## src/rtl/decode_stage.sv

```systemverilog
`default_nettype none
// ============================================================================
// decode_stage : MIPS-style ID stage (register file, forwarding, branch, ID/EX)
// Revision     : 1.0
// ============================================================================
module decode_stage #(
  parameter int NB_REG  = 32,
  parameter int NB_ADDR = 5
) (
  input  logic               i_clk,
  input  logic               i_reset,
  input  logic               i_dunit_clk_en,
  input  logic               i_stall,
  input  logic               i_flush,
  input  logic [NB_REG-1:0]  i_inst,
  input  logic [NB_REG-1:0]  i_pcplus4,
  input  logic               i_regWrite_from_WB,
  input  logic [NB_ADDR-1:0] i_WB_addr,
  input  logic [NB_REG-1:0]  i_WB_data,
  input  logic [NB_REG-1:0]  i_ex_result,
  input  logic [NB_REG-1:0]  i_mem_result,
  input  logic [1:0]         i_forwardA,
  input  logic [1:0]         i_forwardB,
  input  logic               i_branch,
  input  logic [1:0]         i_br_mode,
  input  logic [NB_ADDR-1:0] i_dunit_addr,
  output logic [NB_REG-1:0]  o_dunit_reg,
  output logic               o_PCSrc_to_IF,
  output logic [NB_REG-1:0]  o_branch_target,
  output logic [NB_REG-1:0]  o_pc_jsel_to_IF,
  output logic               o_valid,
  output logic [NB_REG-1:0]  o_pcplus8,
  output logic [NB_REG-1:0]  o_imm,
  output logic [NB_REG-1:0]  o_rs_data,
  output logic [NB_REG-1:0]  o_rt_data,
  output logic [5:0]         o_funct,
  output logic [NB_ADDR-1:0] o_rs_addr,
  output logic [NB_ADDR-1:0] o_rt_addr,
  output logic [NB_ADDR-1:0] o_rd_addr
);
  localparam int DEPTH = 2**NB_ADDR;

  logic [NB_REG-1:0]  rf_q [DEPTH];
  logic [NB_REG-1:0]  rf_d [DEPTH];
  logic               wb_we;
  logic [NB_ADDR-1:0] rs_addr, rt_addr, rd_addr;
  logic [NB_REG-1:0]  rs_rf, rt_rf, dbg_rf;
  logic [NB_REG-1:0]  rs_fwd, rt_fwd, imm, target;
  logic               cond;
  logic               unused_inst;

  logic               valid_q, valid_d;
  logic [NB_REG-1:0]  pcplus8_q, pcplus8_d, imm_q, imm_d;
  logic [NB_REG-1:0]  rs_data_q, rs_data_d, rt_data_q, rt_data_d;
  logic [5:0]         funct_q, funct_d;
  logic [NB_ADDR-1:0] rs_addr_q, rs_addr_d, rt_addr_q, rt_addr_d, rd_addr_q, rd_addr_d;

  assign rs_addr     = NB_ADDR'(i_inst[25:21]);
  assign rt_addr     = NB_ADDR'(i_inst[20:16]);
  assign rd_addr     = NB_ADDR'(i_inst[15:11]);
  assign unused_inst = ^i_inst[31:26];
  assign wb_we       = i_dunit_clk_en & i_regWrite_from_WB & (i_WB_addr != '0);

  // Reads see a same-cycle write-back so WB->ID needs no extra forwarding path.
  always_comb begin
    rs_rf  = (wb_we && i_WB_addr == rs_addr) ? i_WB_data : rf_q[rs_addr];
    rt_rf  = (wb_we && i_WB_addr == rt_addr) ? i_WB_data : rf_q[rt_addr];
    dbg_rf = (wb_we && i_WB_addr == i_dunit_addr) ? i_WB_data : rf_q[i_dunit_addr];
    if (rs_addr == '0)      rs_rf  = '0;
    if (rt_addr == '0)      rt_rf  = '0;
    if (i_dunit_addr == '0) dbg_rf = '0;
  end

  always_comb begin
    case (i_forwardA)
      2'b01:   rs_fwd = i_ex_result;
      2'b10:   rs_fwd = i_mem_result;
      default: rs_fwd = rs_rf;
    endcase
    case (i_forwardB)
      2'b01:   rt_fwd = i_ex_result;
      2'b10:   rt_fwd = i_mem_result;
      default: rt_fwd = rt_rf;
    endcase
  end

  assign imm    = {{(NB_REG-16){i_inst[15]}}, i_inst[15:0]};
  assign target = i_pcplus4 + (imm << 2);

  always_comb begin
    case (i_br_mode)
      2'b00:   cond = (rs_fwd == rt_fwd);
      2'b01:   cond = (rs_fwd != rt_fwd);
      2'b10:   cond = rs_fwd[NB_REG-1] | (rs_fwd == '0);
      default: cond = ~rs_fwd[NB_REG-1] & (rs_fwd != '0);
    endcase
  end

  assign o_PCSrc_to_IF   = i_branch & cond & ~i_stall & ~i_flush;
  assign o_branch_target = target;
  assign o_pc_jsel_to_IF = rs_fwd;
  assign o_dunit_reg     = dbg_rf;

  always_comb begin
    rf_d = rf_q;
    if (wb_we) rf_d[i_WB_addr] = i_WB_data;
  end

  always_comb begin
    valid_d   = valid_q;
    pcplus8_d = pcplus8_q;
    imm_d     = imm_q;
    rs_data_d = rs_data_q;
    rt_data_d = rt_data_q;
    funct_d   = funct_q;
    rs_addr_d = rs_addr_q;
    rt_addr_d = rt_addr_q;
    rd_addr_d = rd_addr_q;
    if (i_dunit_clk_en) begin
      if (i_flush || i_stall) begin
        valid_d   = 1'b0;
        pcplus8_d = '0;
        imm_d     = '0;
        rs_data_d = '0;
        rt_data_d = '0;
        funct_d   = '0;
        rs_addr_d = '0;
        rt_addr_d = '0;
        rd_addr_d = '0;
      end else begin
        valid_d   = 1'b1;
        pcplus8_d = i_pcplus4 + NB_REG'(4);
        imm_d     = imm;
        rs_data_d = rs_fwd;
        rt_data_d = rt_fwd;
        funct_d   = i_inst[5:0];
        rs_addr_d = rs_addr;
        rt_addr_d = rt_addr;
        rd_addr_d = rd_addr;
      end
    end
  end

  always_ff @(posedge i_clk or negedge i_reset) begin
    if (!i_reset) begin
      rf_q      <= '{default: '0};
      valid_q   <= 1'b0;
      pcplus8_q <= '0;
      imm_q     <= '0;
      rs_data_q <= '0;
      rt_data_q <= '0;
      funct_q   <= '0;
      rs_addr_q <= '0;
      rt_addr_q <= '0;
      rd_addr_q <= '0;
    end else begin
      rf_q      <= rf_d;
      valid_q   <= valid_d;
      pcplus8_q <= pcplus8_d;
      imm_q     <= imm_d;
      rs_data_q <= rs_data_d;
      rt_data_q <= rt_data_d;
      funct_q   <= funct_d;
      rs_addr_q <= rs_addr_d;
      rt_addr_q <= rt_addr_d;
      rd_addr_q <= rd_addr_d;
    end
  end

  assign o_valid   = valid_q;
  assign o_pcplus8 = pcplus8_q;
  assign o_imm     = imm_q;
  assign o_rs_data = rs_data_q;
  assign o_rt_data = rt_data_q;
  assign o_funct   = funct_q;
  assign o_rs_addr = rs_addr_q;
  assign o_rt_addr = rt_addr_q;
  assign o_rd_addr = rd_addr_q;

endmodule
`default_nettype wire

```

## config.mk

```make
export PLATFORM = sky130hd
export DESIGN_NAME = decode_stage
export DESIGN_NICKNAME = d
export VERILOG_FILES = /design/src/rtl/decode_stage.sv
export SDC_FILE = /design/constraint.sdc
export NUM_CORES = 2
export LEC_CHECK = 0
export CORE_AREA = 5 5 388 390
export DETAILED_ROUTE_END_ITERATION = 10
export DIE_AREA = 0 0 393 395
export PLACE_DENSITY = 0.8
export SETUP_SLACK_MARGIN = 0.2
export SYNTH_ARGS = -nofsm -noshare
export SYNTH_HDL_FRONTEND = slang
export SYNTH_SLANG_ARGS = --single-unit
```

## constraint.sdc

```tcl
create_clock -name i_clk -period 5 [get_ports i_clk]
set_input_delay 1 -clock i_clk [delete_from_list [all_inputs] [get_ports i_clk]]
set_output_delay 1 -clock i_clk [all_outputs]
set_load 0.1 [all_outputs]
```

==> qor.txt <==
First-pass GRT wire length: 452.3 mm
Unrepaired setup endpoints after global routing: true
Worst-Margin Slew: 1.213 ns
WP data required: 4.00 ns
DP HPWL: 218.5 mm
Sw Ratio: 33.83%
Setup skew after layout: 0.05643 ns
Antenna violations before repair: 29
Rel. slew slack: 18.89%
DIE WIDTH: 393 µm
FF-to-FF path depth: 10
# clock sinks: 1147
Most common cell after layout, fill and taps aside: dfrtp_1
Tmin final: 5.846 ns
MaxCap Viol Count: 0
Post-layout util: 62.85%
Final instance area: 92250 µm²
I/O Buffers: 423
CORE AREA: 146800 µm²
Final Non-Filler Cells: 8100
Tot GR Track Use: 40.97%
Setup crit end kind: output port
DP Worst Slack: -1.298 ns
Largest net degree at the start of global routing: 113
Final setup fails: 1
Reg-to-Reg Start: rf_q[579]
Detailed-route via count: 59580
Gp weighted congestion: 1.027
Crit share post-route: 116.9%
Setup_tns: -0.8457 ns
NetSw: 10.46 mW
Antenna-violating nets left: 0
Area Overhead vs Synth: 29.03%
Synth Net Count: 5329
Vias in the first global route: 59550
Cell Pwr Density: 335.1 nW/µm²
Synthesized instance count: 5111
Pleak: 39.87 nW
Overflow after GRT: 0
Distinct cells, synth: 81
Clock power frac: 31.5%
Combinational share of power: 31.1%
Synth warn: 0
Nets@finish: 6271
Failing checks: negative setup slack
Highest clock rate: 0.1711 GHz
Syn_area_per_cell: 13.99 µm²
Rows: 141
Die Area: 155200 µm²
Worst-path fanout max: 23
Worst setup SP type: input pin
Chip Height: 395 µm
Critical Path AT: 4.85 ns
PnR worst setup slack: -0.8457 ns
Initial DRT Pass Iterations: 8
Ys async rst share: 100.0%
Clock Tree Buf Depth: 3
Layout cells sized above 1: 54.95%
Initial core utilization: 48.71%
CP Class: in2out
Placed Instance Area: 85850 µm²
Most frequent cells in the layout: dfrtp_1 (1147), mux2_2 (1009), buf_4 (812), mux4_2 (786), clkdlybuf4s50_1 (276)
Root Driver: clkbuf_16
Sequential Power Share: 37.4%
Hold Vio Cnt, Final: 0
Hold Crit Class: in2async
DR vias/cell: 7.355
Mapped Area: 71500 µm²
Clk_lat worst skew: 0.84 ns
Initial DRC count: 9414
Num CTS Buffers: 119
Outcome: finished with violations
H-tree level count: 3
Worst vdd ir: 0.0003250 V
Max-slew violations: 0
R2R setup slack: 2.18 ns
Seq cells post-synth: 1147
Sequential fraction of the synthesis area: 40.14%
Reg-to-Reg End: o_rs_data[3]
DR WL/cell: 39.77 µm
Top_reg_cell synth: dfrtp_1
EDFF count, synth: 0
Placed cells: 7772
Routed wire length: 322.1 mm
I/O pin count: 430
Clk slew on worst S/H paths: 0.06 ns
Int Pwr: 20.46 mW
Drc violations: 0
CTS tree: done
## cells by family (layout without fill, tap and decap cells)
family,Yosys count,in the layout,synth area share [%]
AOI/OAI and AO/OA,698,698,7.150
xor gates and xnor gates,95,95,1.164
adders and majority gates,35,35,0.6230
buffers and inverters,627,1673,4.011
DFF,1147,1147,40.14
muxes,1976,1976,43.19
other,0,13,0
and+or+nand+nor,533,533,3.721
## cell usage after synthesis, types with 12 or more instances
master / n / area (µm²)
dfrtp_1: 1147 / 28700
mux2_2: 1010 / 11370
mux4_2: 786 / 17700
clkbuf_1: 363 / 1363
mux2i_1: 180 / 1802
nor2_1: 152 / 570.6
nand2_1: 124 / 465.5
a22o_1: 107 / 937.2
a22oi_1: 96 / 720.7
a21oi_1: 90 / 450.4
buf_1: 89 / 334.1
a211oi_1: 81 / 608.1
buf_2: 70 / 350.3
o22ai_1: 68 / 425.4
o21ai_0: 60 / 300.3
xnor2_1: 56 / 490.5
buf_4: 51 / 382.9
nor2b_1: 51 / 319.1
nand3_1: 43 / 215.2
xor2_1: 39 / 341.6
ha_1: 34 / 425.4
inv_1: 26 / 97.59
nor3_1: 26 / 130.1
o2bb2ai_1: 26 / 227.7
nand4_1: 22 / 137.6
a221oi_1: 19 / 166.4
a31oi_1: 18 / 112.6
nor4_1: 18 / 112.6
buf_6: 16 / 180.2
o221ai_1: 16 / 140.1
a221o_1: 14 / 140.1
a21o_1: 13 / 97.59
and3_1: 13 / 81.33
nand2b_1: 13 / 81.33
o21ai_1: 12 / 60.06
## stage by stage
stage          hold WS, ns  total power [mW]
2_1_floorplan       0.4580             16.95
3_3_place_gp        0.3943             20.40
3_5_place_dp        0.4028             20.67
4_1_cts             0.3216             30.47
5_1_grt             0.2695             31.60
6_report            0.1909             30.92
## worst max path at each step
stage	from	endpoint	slack, ns
after detailed placement	i_inst[23]	o_PCSrc_to_IF	-1.30
after global routing	i_inst[22]	o_PCSrc_to_IF	-0.80
final	i_inst[22]	o_PCSrc_to_IF	-0.85
after floorplan	i_WB_addr[4]	o_PCSrc_to_IF	-0.88
after global placement	i_inst[23]	o_PCSrc_to_IF	-1.45
after CTS	i_inst[21]	o_PCSrc_to_IF	-0.57
## layer usage
layer	vias to the layer above	GRT usage, %	wire [µm]
met5	-	0.1881	238
met4	30	33.23	34300
met3	1663	19.10	51890
met2	5570	55.96	131300
met1	30230	49.32	104400
li1	22080	-	-
## critical path, cell delays in order
cell and delay, ns:
clkbuf_16 0.16, buf_12 0.16, buf_12 0.13, buf_12 0.16, nand4b_1 0.10, buf_4 0.18, buf_4 0.13, buf_4 0.10
o22ai_1 0.09, nor3_1 0.33, nand4_1 0.41, buf_4 0.28, nor2_1 0.12, o21ai_2 0.13, xor2_1 0.20, nor4_2 0.27
and4_4 0.30, nor3_2 0.05, and4b_4 0.35, buf_12 0.18
## power by group through the flow
| stage | logic (mW) | registers, mW | clock network, mW |
|---|---|---|---|
| floorplan | 5.34 | 11.6 | 0 |
| global placement | 8.93 | 11.5 | 0 |
| detailed placement | 9.06 | 11.6 | 0 |
| CTS | 9.32 | 11.5 | 9.69 |
| global route | 9.87 | 11.7 | 10.1 |
| finish | 9.62 | 11.6 | 9.73 |
## area by class of cell
cell class | instances | area (µm²)
diodes | 13 | 32.53
clock buffers | 173 | 3543
clock inverters | 52 | 695.7
fillers | 10500 | 54530
inverters | 30 | 116.4
multi-input cells | 3337 | 41780
flip-flops and latches | 1147 | 28700
well taps | 1930 | 2415
repair buffers | 1418 | 14960
## sequential cells by signal, indices dropped and copies added (netlist names)
| signal | count |
|---|---|
| o_rs_addr | 5 |
| o_imm | 16 |
| o_rt_addr | 5 |
| o_pcplus8 | 32 |
| o_valid | 1 |
| o_rs_data | 32 |
| o_rt_data | 32 |
| rf_q | 1024 |
## what timing repair did
item / 4_1_cts / 5_1_grt
endpoints found under the setup margin: 50 / 10
cloned: 8 / 1
setup buffers: 62 / 19
resized for setup: 272 / 67
pin swaps: 76 / 48
hold endpoints to repair: 0 / 0
hold buffers: 0 / 0
(Power assumes the default switching activity.)
